<file path="config.mk">
export PLATFORM = sky130hd
export DESIGN_NAME = mul_issue_queue
export DESIGN_NICKNAME = d
export VERILOG_FILES = /design/src/rtl/mul_issue_queue.sv
export SDC_FILE = /design/constraint.sdc
export NUM_CORES = 1
export LEC_CHECK = 0
export BUFFER_PORTS_ARGS = -buffer_cell sky130_fd_sc_hd__buf_2
export CAP_MARGIN = 30
export CORE_ASPECT_RATIO = 1.4
export CORE_MARGIN = 2
export CORE_UTILIZATION = 45
export DETAILED_ROUTE_END_ITERATION = 12
export HOLD_SLACK_MARGIN = 0.12
export PLACE_DENSITY_LB_ADDON = 0.2
export SLEW_MARGIN = 40
export SYNTH_ARGS = -nofsm -noshare
export SYNTH_HDL_FRONTEND = slang
export SYNTH_SLANG_ARGS = --single-unit
</file>
<file path="constraint.sdc">
create_clock -name clk -period 3.45 [get_ports clk]
set_input_delay 0.1725 -clock clk [delete_from_list [all_inputs] [get_ports clk]]
set_output_delay 0.1725 -clock clk [all_outputs]
set_load 0.01 [all_outputs]
</file>
<file path="src/rtl/mul_issue_queue.sv">
// Multiply reservation station: age-ordered collapsing queue with CDB operand capture
// that issues the oldest ready op over a valid/ready handshake.
package mul_issue_queue_pkg;
  typedef struct packed {
    logic mul_signed;
    logic mul_higher;
  } mul_decode_t;
endpackage

module mul_issue_queue
  import mul_issue_queue_pkg::*;
#(
  parameter int unsigned RS_ID_WIDTH = 5,
  parameter int unsigned DEPTH       = 4
) (
  input  logic                         clk,
  input  logic                         rst,
  input  logic                         disp_valid,
  output logic                         disp_ready,
  input  logic [RS_ID_WIDTH-1:0]       disp_rs_id,
  input  logic [4:0]                   disp_result_reg_addr,
  input  mul_decode_t                  disp_control,
  input  logic                         disp_op1_present,
  input  logic [31:0]                  disp_op1_value,
  input  logic [RS_ID_WIDTH-1:0]       disp_op1_tag,
  input  logic                         disp_op2_present,
  input  logic [31:0]                  disp_op2_value,
  input  logic [RS_ID_WIDTH-1:0]       disp_op2_tag,
  input  logic                         cdb_valid,
  input  logic [RS_ID_WIDTH-1:0]       cdb_rs_id,
  input  logic [31:0]                  cdb_result,
  input  logic                         flush,
  output logic                         issue_valid,
  input  logic                         issue_ready,
  output logic [RS_ID_WIDTH-1:0]       issue_rs_id,
  output logic [4:0]                   issue_result_reg_addr,
  output mul_decode_t                  issue_control,
  output logic [31:0]                  issue_op1,
  output logic [31:0]                  issue_op2,
  output logic [$clog2(DEPTH+1)-1:0]   occupancy
);
  localparam int unsigned CntW = $clog2(DEPTH + 1);
  localparam int unsigned IdxW = $clog2(DEPTH);

  typedef struct packed {
    logic [RS_ID_WIDTH-1:0] rs_id;
    logic [4:0]             rd;
    mul_decode_t            ctrl;
    logic                   op1_p;
    logic [31:0]            op1_v;
    logic [RS_ID_WIDTH-1:0] op1_tag;
    logic                   op2_p;
    logic [31:0]            op2_v;
    logic [RS_ID_WIDTH-1:0] op2_tag;
  } entry_t;

  entry_t          ent_q [DEPTH];
  entry_t          ent_d [DEPTH];
  entry_t          ent_s [DEPTH];
  entry_t          disp_ent;
  logic [CntW-1:0] count_q, count_d, wr_idx;
  logic            ready_q;
  logic            hold_q, hold_d;
  logic [IdxW-1:0] hold_idx_q, hold_idx_d;
  logic            sel_found;
  logic [IdxW-1:0] sel_idx;
  logic            disp_hs, issue_hs;

  assign disp_ready = ready_q && (count_q < CntW'(DEPTH));
  assign occupancy  = count_q;

  // Once presented and stalled, the same entry is held so issue fields stay stable.
  always_comb begin
    sel_found = 1'b0;
    sel_idx   = '0;
    if (hold_q) begin
      sel_found = 1'b1;
      sel_idx   = hold_idx_q;
    end else begin
      for (int i = DEPTH - 1; i >= 0; i--) begin
        if ((CntW'(i) < count_q) && ent_q[i].op1_p && ent_q[i].op2_p) begin
          sel_found = 1'b1;
          sel_idx   = IdxW'(i);
        end
      end
    end
  end

  always_comb begin
    issue_valid           = sel_found && !flush;
    issue_rs_id           = '0;
    issue_result_reg_addr = '0;
    issue_control         = '0;
    issue_op1             = '0;
    issue_op2             = '0;
    if (sel_found) begin
      issue_rs_id           = ent_q[sel_idx].rs_id;
      issue_result_reg_addr = ent_q[sel_idx].rd;
      issue_control         = ent_q[sel_idx].ctrl;
      issue_op1             = ent_q[sel_idx].op1_v;
      issue_op2             = ent_q[sel_idx].op2_v;
    end
  end

  assign disp_hs  = disp_valid && disp_ready;
  assign issue_hs = issue_valid && issue_ready;

  // CDB snoop applied to the current entries.
  always_comb begin
    for (int i = 0; i < DEPTH; i++) begin
      ent_s[i] = ent_q[i];
      if (cdb_valid && (CntW'(i) < count_q)) begin
        if (!ent_q[i].op1_p && (ent_q[i].op1_tag == cdb_rs_id)) begin
          ent_s[i].op1_p = 1'b1;
          ent_s[i].op1_v = cdb_result;
        end
        if (!ent_q[i].op2_p && (ent_q[i].op2_tag == cdb_rs_id)) begin
          ent_s[i].op2_p = 1'b1;
          ent_s[i].op2_v = cdb_result;
        end
      end
    end
  end

  always_comb begin
    disp_ent.rs_id   = disp_rs_id;
    disp_ent.rd      = disp_result_reg_addr;
    disp_ent.ctrl    = disp_control;
    disp_ent.op1_tag = disp_op1_tag;
    disp_ent.op2_tag = disp_op2_tag;
    disp_ent.op1_p   = disp_op1_present || (cdb_valid && (disp_op1_tag == cdb_rs_id));
    disp_ent.op2_p   = disp_op2_present || (cdb_valid && (disp_op2_tag == cdb_rs_id));
    disp_ent.op1_v   = disp_op1_present ? disp_op1_value : cdb_result;
    disp_ent.op2_v   = disp_op2_present ? disp_op2_value : cdb_result;
  end

  always_comb begin
    wr_idx = count_q - CntW'(issue_hs);
    for (int i = 0; i < DEPTH; i++) begin
      ent_d[i] = ent_s[i];
    end
    if (issue_hs) begin
      for (int i = 0; i < DEPTH - 1; i++) begin
        if (IdxW'(i) >= sel_idx) begin
          ent_d[i] = ent_s[i+1];
        end
      end
    end
    if (disp_hs) begin
      for (int i = 0; i < DEPTH; i++) begin
        if (CntW'(i) == wr_idx) begin
          ent_d[i] = disp_ent;
        end
      end
    end
    count_d    = count_q + CntW'(disp_hs) - CntW'(issue_hs);
    hold_d     = issue_valid && !issue_ready;
    hold_idx_d = sel_idx;
    if (flush) begin
      count_d = '0;
      hold_d  = 1'b0;
    end
  end

  always_ff @(posedge clk or negedge rst) begin
    if (!rst) begin
      count_q    <= '0;
      ready_q    <= 1'b0;
      hold_q     <= 1'b0;
      hold_idx_q <= '0;
      for (int i = 0; i < DEPTH; i++) begin
        ent_q[i] <= '0;
      end
    end else begin
      count_q    <= count_d;
      ready_q    <= 1'b1;
      hold_q     <= hold_d;
      hold_idx_q <= hold_idx_d;
      for (int i = 0; i < DEPTH; i++) begin
        ent_q[i] <= ent_d[i];
      end
    end
  end
endmodule

</file>
Word level (Yosys, flattened, before mapping)
Cells that the tools add are included.
{"block": "op_classes", "n_addsub": 3, "multipliers": 0, "n_div": 0, "n_lt_le_gt_ge": 9, "n_eq_ne": 13, "n_shift": 0, "mux": 47, "bitwise_logic": 1, "n_reduce_logical": 41}
{"op": "$mux 88", "n": 9}
{"op": "$mux 33", "n": 16}
{"op": "$mux 352", "n": 1}
{"op": "$mux 264", "n": 1}
{"op": "$bmux 88 s2", "n": 1}
{"op": "$mux 32", "n": 4}
{"op": "$eq 5x5->1", "n": 10}
{"op": "$logic_and 1x1->1", "n": 27}
{"op": "$mux 2", "n": 6}
{"op": "$logic_not 1->1", "n": 10}
{"op": "$mux 5", "n": 2}
{"op": "$eq 2x3->1 const A", "n": 2}
{"op": "$lt 1x3->1 const A", "n": 2}
{"op": "$lt 2x3->1 const A", "n": 2}
{"op": "$mux 1", "n": 6}
{"op": "$sub 3x1->3", "n": 2}
{"op": "$ge 1x2->1 const A", "n": 2}
{"op": "$add 3x1->3", "n": 1}
{"op": "$eq 1x3->1 const A", "n": 1}
{"op": "$ge 3x3->1 const B", "n": 1}
{"op": "$logic_not 3->1", "n": 1}
{"op": "$lt 3x3->1 const B", "n": 1}
{"op": "$mux 3", "n": 1}
{"op": "$not 2->3", "n": 1}
{"op": "3 further kinds", "n": 4}
{"block": "totals", "reg_bits": 359, "latch_bits": 0, "ramBits": 0, "romBits": 0, "input_bits": 131, "output_inout_bits": 81, "elab_cells": 158, "n_memories": 0}

Depth between registers and ports, before layout
Gate-level depths: netlist of run 1.
{"block": "depth", "depth_word": 14, "mapped_depth": 14, "depth_no_buf": 12}

Least setup slack after synthesis of run 1
OpenSTA, ideal clock, no wires.
{"block": "synth_path", "path_type": "flip-flop to flip-flop", "start": "reg count_q[1] (netlist: occupancy[1])", "end": "reg ent_q[78] (netlist name)", "setup_time_ps": 127, "arrival_ps": 2930, "required_ps": 3323, "slack_ps": 392, "stages_incl_launch_ff": 14, "path_buffers": 3, "synth_period_minus_slack_ps": 3058, "cell_sequence": "dfrtp_1 -> inv_1 -> ha_1 -> and3b_1 -> a311o_1 -> o21ai_2 -> inv_2 -> ha_1 -> nor3_1 -> o21ai_2 -> buf_6 -> buf_4 -> buf_6 -> mux2_1"}
{"block": "synth_via", "elab_chain_cells": 13, "word_cells_on_any_way": 25, "cone_classes": "1 x add/sub; 5 x order compare; 1 x eq/ne; 5 x mux; 13 x reduce/logical"}
{"item": "start: declaration", "line_no": "61", "source": "logic [CntW-1:0] count_q, count_d, wr_idx;"}
{"item": "start signal: assignment", "line_no": "175", "source": "count_q <= count_d;"}
{"item": "$lt 2x3->1", "line_no": "81", "source": "if ((CntW'(i) < count_q) && ent_q[i].op1_p && ent_q[i].op2_p) begin"}
{"item": "$logic_and 1x1->1 (2 in a row)", "line_no": "81"}
{"item": "$mux 1 (4 in a row)", "line_no": "81"}
{"item": "$mux 1", "line_no": "76", "source": "if (hold_q) begin"}
{"item": "$logic_and 1x1->1", "line_no": "90", "source": "issue_valid = sel_found && !flush;"}
{"item": "$logic_and 1x1->1", "line_no": "106", "source": "assign issue_hs = issue_valid && issue_ready;"}
{"item": "$sub 3x1->3", "line_no": "138", "source": "wr_idx = count_q - CntW'(issue_hs);"}
{"item": "$eq 2x3->1", "line_no": "151", "source": "if (CntW'(i) == wr_idx) begin"}
{"item": "$reduce_and 2->1 (no line) (*)"}
{"item": "end signal: indexed assignment", "line_no": "180", "source": "ent_q[i] <= ent_d[i];"}
{"item": "end: declaration", "line_no": "57", "source": "entry_t ent_q [DEPTH];"}
Mark *: on every way between the ends. The rest lies on a longest branch, timed or not.
A chain may end at the register's enable or synchronous reset.

Worst setup path after layout of run 1
{"block": "layout_path", "start": "reg count_q[1] (netlist: occupancy[1])", "end": "out issue_op2[28]"}
{"block": "layout_via", "elab_chain_cells": 13, "word_cells_on_any_way": 27, "cone_classes": "4 x order compare; 14 x mux; 1 x bitwise; 8 x reduce/logical"}
{"item": "$lt 2x3->1", "line_no": "81"}
{"item": "$logic_and 1x1->1 (2 in a row)", "line_no": "81"}
{"item": "$mux 2 (4 in a row)", "line_no": "81"}
{"item": "$mux 2", "line_no": "76"}
{"item": "$not 2->3 (implied by the code)", "line_no": "101", "source": "issue_op2 = ent_q[sel_idx].op2_v;"}
{"item": "$bmux 88 s2", "line_no": "101"}
{"item": "$mux 88 (implied by the code) (2 in a row)", "line_no": "101"}
{"item": "$mux 32 (*)", "line_no": "96", "source": "if (sel_found) begin"}
{"item": "end: declaration", "line_no": "39", "source": "output logic [31:0] issue_op2,"}
Mark *: on every way between the ends. The rest lies on a longest branch, timed or not. The select of a mux whose other input is x is not followed.

==> flow_summary.json, run 1 <==
{
  "status": "complete, no violations",
  "synth_compound_area_share_pct": 20.8,
  "p_per_area_nw_per_um2": 761,
  "hold_ws_ns": 0.202,
  "max_freq_ghz": 0.301,
  "synthAdderAreaFrac_pct": 0.341,
  "ys_types": 55,
  "grt_pass1_vias": 18900,
  "final_cell_mix": "dfrtp_1, mux2i_1, buf_2",
  "cts_tree": "done",
  "grt_use_total_pct": 30.4,
  "muxShareOfSynthArea_pct": 17.0,
  "antenna_found_initial": 1,
  "drt_iter0_markers": 1798,
  "synth_edf_count": 0,
  "async_flop_share_pct": 100,
  "timing.rr.start": "occupancy[1]$_DFF_PN0_",
  "route.detailed.drc": 0,
  "drive_gt1_share_pct": 17.2,
  "synth-simple-area-share_pct": 10.8,
  "p_total_uw": 19000,
  "placed_area_um2": 22400,
  "io_buffers": 211,
  "drv_cap": 0,
  "gp_congestion": 0.871,
  "nets": 2407,
  "worst_slew_pin_slew_ns": 0.834,
  "synth_seq_area_share_pct": 43.7,
  "yosys.area.top_type": "dfrtp_1",
  "crit_path_max_fanout": 37,
  "worst_path_max_delay_cell": "dfrtp_1",
  "start_util_pct": 45.6,
  "relSlewSlack_pct": 44.2,
  "cp_data_required_time_ns": 3.28,
  "r2r_slack_ns": 0.18,
  "synth_seq_cells": 359,
  "dieArea_um2": 47400,
  "synthesis.nets": 2177,
  "post-cts-setup-buffer-count": 0,
  "synthFlopType": "dfrtp_1",
  "switching_share_pct": 36.4,
  "grt_overflow": 0,
  "leakage_uw": 0.0113,
  "p_int_uw": 12100,
  "post-route-util_pct": 55.2,
  "synth_warnings": 0,
  "seqPwrFrac_pct": 40.1,
  "reg2regPathDepth": 14,
  "row_count": 92,
  "rr_endpoint": "ent_q[11]$_DFF_PN0_",
  "wl_per_cell_um": 25.2,
  "worstSetupPathType": "reg2out",
  "combPwrFrac_pct": 37.7,
  "fin_skew_ns": 0.0140,
  "grt_max_degree": 89,
  "vias_per_cell": 6.46,
  "path_cells": "buf_4, ha_1, nor2b_2, nor2_1, o21bai_1, a22o_4, buf_12, mux2i_1, o22ai_1, buf_2",
  "critPathCaptureType": "primary output",
  "yosys.area_share.xor_xnor_pct": 2.13,
  "tns_ns": 0,
  "cp-start-kind": "register",
  "synth.area.top_cells": "dfrtp_1, mux2i_1, o221ai_1, o22ai_1, nor2_1",
  "critPathMaxStageDelay_ns": 0.38,
  "crit_path_end": "issue_op2[28]",
  "route.antenna.remaining_nets": 0,
  "final_area_um2": 24900,
  "worst_ep_arrival_time_ns": 3.15,
  "areaGrowthSynthToFinish_pct": 21.3,
  "dr.pass1.iters": 6,
  "n_antenna_cell": 0,
  "die_y_um": 257,
  "core-area_um2": 45100,
  "wl_mm": 73.4,
  "cts_sinks": 359,
  "slew_violations": 0,
  "clkPwrFrac_pct": 22.2,
  "boundaryPins": 212,
  "yosys.area.top_type_share_pct": 43.7,
  "place_hpwl_mm": 44.9,
  "hold_viol_final": 0,
  "period_share_pct": 96.4,
  "cts.path.max_buffers": 3,
  "num_vias": 18800,
  "startpoint": "occupancy[1]$_DFF_PN0_",
  "ir_drop_v": 0.000392,
  "die-width_um": 185,
  "clockRootBuffer": "clkbuf_16",
  "setup_viol": 0,
  "clk_pin_slew_ns": 0.06,
  "switching_power_uw": 6910,
  "syn_avg_cell_area_um2": 10.1,
  "final_common_cell": "dfrtp_1",
  "synth_top_family_by_area": "compound AO/OA/AOI/OAI gates",
  "numCtsBuffers": 38,
  "syn_inst": 2041,
  "syn_area_um2": 20600,
  "grt_pass1_wl_mm": 112,
  "hp-class": "in2reg",
  "clock_latency_ns": 0.54,
  "htreeDepth": 2,
  "rsz0062_at_grt": "no",
  "period_minus_slack_ns": 3.32
}
==> cell families after synthesis <==
logic type,count (synthesis)
compound gates,570
simple gates,475
flops,359
mux,346
buf+inv,235
xor+xnor,50
fa+ha+maj,5
other cells,1
==> worst min-delay path by stage <==
stage	start	cells past startpoint	end	slack, ns
global placement	rst	1	ent_q[218]$_DFF_PN0_	0.25
global route	cdb_valid	3	ent_q[301]$_DFF_PN0_	0.26
detailed placement	rst	1	ent_q[79]$_DFFE_PN0P_	0.25
floorplan	rst	0	ent_q[0]$_DFFE_PN0P_	-0.12
CTS	cdb_valid	3	ent_q[301]$_DFF_PN0_	0.18
finish	cdb_valid	3	ent_q[301]$_DFF_PN0_	0.20
==> per-layer routing <==
metal  GRT usage, %  up-vias  share of wire (%)
met5              0        -              0.015
met4           11.2        2                3.3
met3           3.51      175                7.2
met2           52.3      956                 50
met1           39.3     9410                 40
li1               -     8261                  -
==> synth_stat cells, types with 2 or more instances <==
| cell type | instances |
|---|---|
| a31oi_1 | 39 |
| o21ai_0 | 20 |
| nand3_1 | 7 |
| a221o_1 | 64 |
| o21ai_2 | 4 |
| a21oi_1 | 27 |
| and3_1 | 67 |
| nor3_1 | 6 |
| dfrtp_1 | 359 |
| o22ai_1 | 204 |
| buf_4 | 4 |
| a211oi_1 | 2 |
| nand2b_1 | 68 |
| o221ai_1 | 192 |
| o21bai_1 | 3 |
| o21ai_1 | 4 |
| mux2_2 | 20 |
| buf_6 | 12 |
| buf_1 | 48 |
| xor2_1 | 45 |
| buf_2 | 62 |
| inv_1 | 9 |
| mux2i_1 | 318 |
| nand4_1 | 2 |
| nor2b_1 | 3 |
| nor4_1 | 6 |
| mux2_1 | 8 |
| clkbuf_1 | 98 |
| nand2_1 | 96 |
| nand3b_1 | 4 |
| xnor2_1 | 5 |
| nor2_4 | 2 |
| nor3b_1 | 2 |
| nor2_1 | 206 |
| ha_1 | 4 |
| and2_1 | 2 |
==> metrics by stage <==
step                      worst slack, ns  instances
after floorplan                     0.392       2041
after global placement              0.150       2717
after detailed placement            0.205       2720
after CTS                          0.0764       2910
after global routing               0.0260       2910
final                               0.125       2910
==> critical path: cells and delay by family, from the launching register on <==
| family | cells | cell delay [ns] |
|---|---|---|
| AOI/OAI and AO/OA | 3 | 0.83 |
| buffers and inverters | 3 | 0.58 |
| and+or+nand+nor | 2 | 0.45 |
| DFF | 1 | 0.38 |
| adders and majority gates | 1 | 0.18 |
| muxes | 1 | 0.16 |
==> registers in the layout, indices dropped and copies added, names as in the netlist <==
| register | cells |
|---|---|
| occupancy | 3 |
| hold_idx_q | 2 |
| ent_q | 352 |
| hold_q | 1 |
| ready_q | 1 |
==> power by group through the flow <==
stage / sequential (uW) / clock (uW) / combinational, uW
2_1_floorplan: 7210 / 0 / 5020
3_3_place_gp: 7550 / 0 / 6740
3_5_place_dp: 7640 / 0 / 6980
4_1_cts: 7570 / 4270 / 7110
5_1_grt: 7830 / 4440 / 7800
6_report: 7610 / 4210 / 7150
==> area by class of cell <==
class,instances,area [um^2]
Fill cell,3997,20200
Multi-Input combinational cell,1447,10700
Sequential cell,359,8980
Timing Repair Buffer,415,3210
Clock buffer,62,1230
Tap cell,611,764
Inverter,10,37.5
Clock inverter,6,32.5
==> repair_timing <==
action,4_1_cts,5_1_grt
cloned,0,0
endpoints found under the hold margin,429,0
resized for setup,1,2
endpoints found under the setup margin,1,11
hold buffers,122,0
Power figures use the tool's default switching activity.
==> run 2, diff against run 1 <==
--- a/config.mk
+++ b/config.mk
@@ -13,6 +13,7 @@
 export DETAILED_ROUTE_END_ITERATION = 12
 export HOLD_SLACK_MARGIN = 0.12
 export PLACE_DENSITY_LB_ADDON = 0.2
+export RECOVER_POWER = 25
 export SLEW_MARGIN = 40
 export SYNTH_ARGS = -nofsm -noshare
 export SYNTH_HDL_FRONTEND = slang
==> run 2 against run 1 <==
The flow now finishes with violations (capacitance limit, slew limit). Critical path depth is the same. Clock power is essentially flat. Clock skew shrank 0.00061 ns. Sequential share of layout area is essentially flat. Register-to-register slack is essentially flat. Non-clock buffer count is the same. Cell area is essentially flat. Combinational power is essentially flat. Core utilization shrank 0.050 points.
==> flow_summary.json, run 2 (synthesis gave the netlist of run 1 again) <==
{
  "status": "complete, but fails checks",
  "violations": "capacitance limit, slew limit",
  "row_count": 92,
  "dieArea_um2": 47400,
  "setup_viol": 0,
  "ir_drop_v": 0.000393,
  "largest_register": "ent_q",
  "instances_no_fill": 2911,
  "relSlewSlack_pct": -63.5,
  "rsz0062_at_grt": "no",
  "vias_per_cell": 6.43,
  "placed_cells": 2720,
  "clk_pin_slew_ns": 0.06,
  "core-area_um2": 45100,
  "route.antenna.remaining_nets": 0,
  "worst_slew_pin_slew_ns": 2.45,
  "areaGrowthSynthToFinish_pct": 21.2,
  "clockRootBuffer": "clkbuf_16",
  "max_freq_ghz": 0.301,
  "slew_violations": 87,
  "hp-class": "in2reg",
  "dr.pass1.iters": 5,
  "cp_data_required_time_ns": 3.28,
  "grt_max_degree": 89,
  "num-fill-cells": 3998,
  "worst_ep_arrival_time_ns": 3.15,
  "cts_tree": "done",
  "grt_overflow": 0,
  "clock_latency_ns": 0.54,
  "num_vias": 18700,
  "fin_skew_ns": 0.0134,
  "grt_pass1_vias": 18900,
  "grt_pass1_wl_mm": 112,
  "dp_slack_ns": 0.205,
  "grt_use_total_pct": 30.4,
  "antenna_found_initial": 1,
  "r2r_slack_ns": 0.18,
  "critPathCaptureType": "primary output",
  "cts_sinks": 359,
  "wl_per_cell_um": 25.3,
  "period_minus_slack_ns": 3.33,
  "period_share_pct": 96.4,
  "post-cts-setup-buffer-count": 0,
  "io_buffers": 211,
  "nets": 2407,
  "tns_ns": 0,
  "boundaryPins": 212,
  "drive_gt1_share_pct": 17.2,
  "worstSetupPathType": "reg2out",
  "drt_iter0_markers": 1863,
  "final_common_cell": "dfrtp_1",
  "final_cell_mix": "dfrtp_1, mux2i_1, buf_2",
  "die_y_um": 257,
  "gp_congestion": 0.871,
  "hold_viol_final": 0,
  "crit_path_max_fanout": 37,
  "p_per_area_nw_per_um2": 762,
  "htreeDepth": 2,
  "fin_ws_ns": 0.125,
  "leakage_uw": 0.0113,
  "die-width_um": 185,
  "hold_ws_ns": 0.199,
  "drv_cap": 1,
  "place_hpwl_mm": 44.9,
  "route.detailed.drc": 0,
  "start_util_pct": 45.6,
  "numCtsBuffers": 38,
  "wl_mm": 73.6,
  "cp-start-kind": "register",
  "largest_reg_flops": 352,
  "cts.path.max_buffers": 3
}
## run 2: timing repair
action / in CTS / in global routing
endpoints found under the setup margin: 1 / 11
gates resized for setup: 1 / 2
hold buffers: 122 / 0
hold endpoints to repair: 429 / 0
## run 2: worst paths after layout
check	from	endpoint	cells past startpoint
worst min register to register	ent_q[81]$_DFFE_PN0P_	ent_q[81]$_DFFE_PN0P_	1
worst min-delay path	cdb_valid	ent_q[301]$_DFF_PN0_	3
min in group asynchronous	rst	ent_q[79]$_DFFE_PN0P_	2
worst max-delay path	occupancy[1]$_DFF_PN0_	issue_op2[28]	10
max in group asynchronous	rst	ent_q[184]$_DFF_PN0_	3
worst max register to register	occupancy[1]$_DFF_PN0_	ent_q[11]$_DFF_PN0_	14
## run 2: final cells by class
type,instances,area (um^2),area share (%)
Sequential cell,359,8980,36.1
Tap cell,611,764,3.07
Inverter,10,37.5,0.151
Clock buffer,62,1230,4.96
Clock inverter,6,32.5,0.131
Timing Repair Buffer,415,3180,12.8
Multi-Input combinational cell,1447,10700,42.8
Antenna cell,1,2.50,0.0100
## run 2: metrics by stage
| stage | total power [uW] | utilization, % | area [um^2] |
|---|---|---|---|
| final | 19000 | 55.2 | 24900 |
| after global routing | 20100 | 55.2 | 24900 |
| after CTS | 19000 | 55.2 | 24900 |
| after detailed placement | 14600 | 49.7 | 22400 |
| after global placement | 14300 | 49.5 | 22300 |
| after floorplan | 12200 | - | 20600 |
## run 2: worst max-delay path: stages, from the launching register on
cell and delay (ns):
dfrtp_1 0.38, buf_4 0.15, ha_1 0.18, nor2b_2 0.18, nor2_1 0.27, o21bai_1 0.16
a22o_4 0.32, buf_12 0.22, mux2i_1 0.15, o22ai_1 0.35, buf_2 0.22
## run 2: where the power goes
part	switching [uW]	internal (uW)
clock	1770	2440
combinational	3710	3440
sequential	1440	6170
total	6920	12100
## run 2: metal layers
metal / GRT usage, % / vias to the layer above / share of wire, %
met3: 3.51 / 187 / 7.2
met2: 52.3 / 916 / 50
li1: - / 8253 / -
met4: 11.2 / 2 / 3.5
met1: 39.3 / 9368 / 40
met5: 0 / - / 0.015
